<file path="src/rtl/moore_fsm_pkg.sv">
// Shared types for the 1101 serial sequence detector.
// The pattern is fixed by the state graph; the encoding lives here so users can decode it.
package moore_fsm_pkg;

  // Each state names the longest pattern prefix seen so far.
  typedef enum logic [2:0] {
    S0 = 3'd0,  // idle / no prefix
    S1 = 3'd1,  // "1"
    S2 = 3'd2,  // "11"
    S3 = 3'd3,  // "110"
    S4 = 3'd4   // "1101" detected
  } state_t;

  localparam state_t DETECT_STATE = S4;

endpackage

</file>
<file path="src/rtl/moore_fsm.sv">
// Moore detector for overlapping occurrences of 1101 on a serial bit stream.
// y is decoded from the state register only, so x has no combinational path to y.
module moore_fsm
  import moore_fsm_pkg::*;
(
  input  logic clk,
  input  logic nrst,
  input  logic x,
  output logic y
);

  state_t state_q;
  state_t state_d;

  always_ff @(posedge clk or negedge nrst) begin
    if (!nrst) state_q <= S0;
    else       state_q <= state_d;
  end

  always_comb begin
    state_d = S0;
    case (state_q)
      S0:      state_d = x ? S1 : S0;
      S1:      state_d = x ? S2 : S0;
      S2:      state_d = x ? S2 : S3;
      S3:      state_d = x ? S4 : S0;
      // Trailing '1' of the match plus a new '1' already forms "11".
      S4:      state_d = x ? S2 : S0;
      default: state_d = S0;
    endcase
  end

  assign y = (state_q == DETECT_STATE);

endmodule

</file>
<file path="config.mk">
export PLATFORM = sky130hd
export DESIGN_NAME = moore_fsm
export DESIGN_NICKNAME = d
export VERILOG_FILES = /design/src/rtl/moore_fsm_pkg.sv /design/src/rtl/moore_fsm.sv
export SDC_FILE = /design/constraint.sdc
export NUM_CORES = 1
export LEC_CHECK = 0
export BUFFER_PORTS_ARGS = -buffer_cell sky130_fd_sc_hd__buf_2
export CORE_AREA = 2 2 39 41
export DETAILED_ROUTE_END_ITERATION = 10
export DIE_AREA = 0 0 41 43
export SYNTH_ARGS = -nofsm -noshare
export SYNTH_HDL_FRONTEND = slang
export SYNTH_SLANG_ARGS = --single-unit
</file>
<file path="constraint.sdc">
create_clock -name clk -period 2 [get_ports clk]
set_input_delay 0.2 -clock clk [delete_from_list [all_inputs] [get_ports clk]]
set_output_delay 0.2 -clock clk [all_outputs]
set_load 0.03 [all_outputs]
</file>
==> flow_summary.json <==
{
  "combPwrFrac": 0.200,
  "p_total_w": 0.000270,
  "ir_drop_v": 0.000243,
  "fin_tns_setup_ns": 0,
  "port_buffers": 3,
  "ys_seq_elements": 3,
  "clk_path_buf_depth": 2,
  "reg2reg_to": "state_q[1]",
  "switching_share": 0.283,
  "seqPwrFrac": 0.410,
  "grt_pass1_wl_um": 462,
  "yosysSeqAreaShare": 0.513,
  "crit_arrival_ns": 1.06,
  "die_w_um": 41,
  "setup_violations": 0,
  "nets": 23,
  "path_cells": "nor3b_1, buf_2",
  "crit-reg2reg-launch": "state_q[1]",
  "rows": 14,
  "rsz0062_at_grt": "no",
  "fmax_mhz": 791,
  "synthXorXnorAreaFrac": 0.0598,
  "avgRoutedWirePerCell_um": 8.20,
  "largest_register": "state_q",
  "cts_post_setup_buffers_inserted": 0,
  "setup.worst_path.end": "y",
  "switching_power_w": 0.0000762,
  "core_mm2": 0.00138,
  "initial_core_util": 0.106,
  "cp_top_family": "flip-flops",
  "syn-num-nets": 14,
  "ios": 4,
  "cts_root_buffer": "clkbuf_4",
  "hp-class": "input pin to register",
  "period_minus_slack_ns": 1.26,
  "yosysWarningCount": 0,
  "hold_violations": 0,
  "cpPeakStageDelay_ns": 0.42,
  "antenna_found_initial": 0,
  "vias": 116,
  "cts_resized": 0,
  "crit_path_end_kind": "primary output",
  "synthMuxAreaShare": 0,
  "fin_crit_sh": 0.632,
  "fill_cells": 154,
  "drt_wl_total_um": 287,
  "path_depth": 2,
  "worst_clock_skew_ns": 0.000164,
  "overflow": 0,
  "clkSinkCount": 3,
  "r2r_setup_slack_ns": 0.90,
  "via_per_inst": 3.31,
  "synth_compound_area_frac": 0,
  "clock_latency_ns": 0.23,
  "cts_made_buffers": 3,
  "cp-startpoint": "state_q[0]",
  "worst-path-buf-inv": 1,
  "seq_area_um2": 75.1,
  "cp-start-kind": "register",
  "antenna_left": 0,
  "drtPass1Iterations": 1,
  "drc": 0,
  "ctsHoldBuffers": 1,
  "insertedDiodeCount": 0,
  "drive_gt1_frac": 0.421,
  "grt_pass1_vias": 119,
  "internal-power_w": 0.000193,
  "postSynthAreaPerCell_um2": 13.3,
  "cts_max_level": 1,
  "grt_busiest_layer": "met4",
  "met2_usage": 0.0375,
  "syn_inst": 11,
  "critPathSlowestCell": "dfrtp_1",
  "syn_to_final_growth_pct": 48.7,
  "met3_usage": 0.0471,
  "synthesis.area_um2": 146,
  "multi_input_area_um2": 71.3,
  "worstPathRequired_ns": 1.80,
  "synth_fa_ha_area_frac": 0,
  "drv_cap": 0,
  "reg2reg_depth": 2,
  "crit_type": "register to primary output",
  "grt_max_degree": 7,
  "power.leakage_nw": 0.0985,
  "die-area_mm2": 0.00176,
  "largest_reg_flops": 3,
  "clk_pin_slew_ns": 0.04,
  "path_max_fanout": 6,
  "drv_slew": 0,
  "tritoncts": "done",
  "status": "completed",
  "gp_congestion": 0.631,
  "top_regs": "state_q x3",
  "synth_cell_types": 8,
  "grt_usage": 0.0472,
  "p_per_area_mw_per_mm2": 1240,
  "grt_util_met1": 0.0548,
  "synth_top_family_by_area": "simple AND/OR/NAND/NOR gates",
  "worst_pin_slew_ns": 0.169,
  "synth-simple-area-share": 0.427,
  "die_y_um": 43,
  "drt_iter0_drc": 0,
  "clkPwrFrac": 0.390,
  "max_slew_margin": 0.888
}
-- logic make-up after synthesis --
group	after synthesis
flops	3
xor+xnor	1
simple gates	7
-- worst min path at each step --
stage / depth (start not counted) / endpoint / from / slack [ns]
final: 3 / state_q[0] / x / 0.28
after global routing: 3 / state_q[0] / x / 0.32
after global placement: 1 / state_q[0] / nrst / -0.001
after CTS: 3 / state_q[0] / x / 0.27
after detailed placement: 1 / state_q[0] / nrst / -0.003
after floorplan: 0 / state_q[0] / nrst / -0.1
-- power groups by stage --
| stage | clock network (W) | logic [W] | registers [W] |
|---|---|---|---|
| CTS | 0.000112 | 0.0000548 | 0.000110 |
| floorplan | 0 | 0.0000448 | 0.000103 |
| detailed placement | 0 | 0.0000531 | 0.000111 |
| finish | 0.000105 | 0.0000538 | 0.000111 |
| global placement | 0 | 0.0000513 | 0.000111 |
| global route | 0.000114 | 0.0000609 | 0.000115 |
-- cell usage in the layout (no fill, tap or decap) --
cell and instances:
xnor2_1 1, clkbuf_4 3, buf_2 3, nor3b_1 2, nor3_1 1, and4b_2 1, dlygate4sd3_1 1, or3_1 1
dfrtp_1 3, and4bb_2 1, clkbuf_1 1, and4bb_1 1
-- routing by layer --
layer / routed length [um] / part of all wire / vias up
met2: 100 / 0.35 / 4
met5: 0 / 0 / -
met1: 146 / 0.51 / 52
li1: - / - / 58
met3: 33 / 0.11 / 2
met4: 6 / 0.021 / 0
-- tightest hold or removal path: cells and delay by family --
| family | cells | cell delay, ns |
|---|---|---|
| AND/OR/NAND/NOR | 1 | 0.04 |
| XOR/XNOR | 1 | 0.11 |
| buffers and inverters | 1 | 0.12 |
-- layout make-up --
type,count,area share
sequential,3,0.345
multi-input combinational,8,0.328
clock buffer,4,0.121
timing repair buffer,4,0.115
tap,16,0.0920
-- metrics by stage --
step	cells	utilization	hold WS (ns)	instance area, um^2	setup slack, ns
detailed placement	30	0.131	-0.00300	181	0.906
global placement	30	0.131	-0.00131	181	0.916
global route	35	0.157	0.316	218	0.660
floorplan	11	-	-0.0956	146	0.647
CTS	35	0.157	0.269	218	0.720
finish	35	0.157	0.279	218	0.736
-- cell usage after synthesis --
| cell | count | area [um^2] |
|---|---|---|
| or3_1 | 1 | 6.26 |
| nor3b_1 | 2 | 15.0 |
| and4b_2 | 1 | 11.3 |
| nor3_1 | 1 | 5.00 |
| and4bb_1 | 1 | 12.5 |
| dfrtp_1 | 3 | 75.1 |
| xnor2_1 | 1 | 8.76 |
| and4bb_2 | 1 | 12.5 |
No activity file was read; power rests on OpenSTA's default activity.
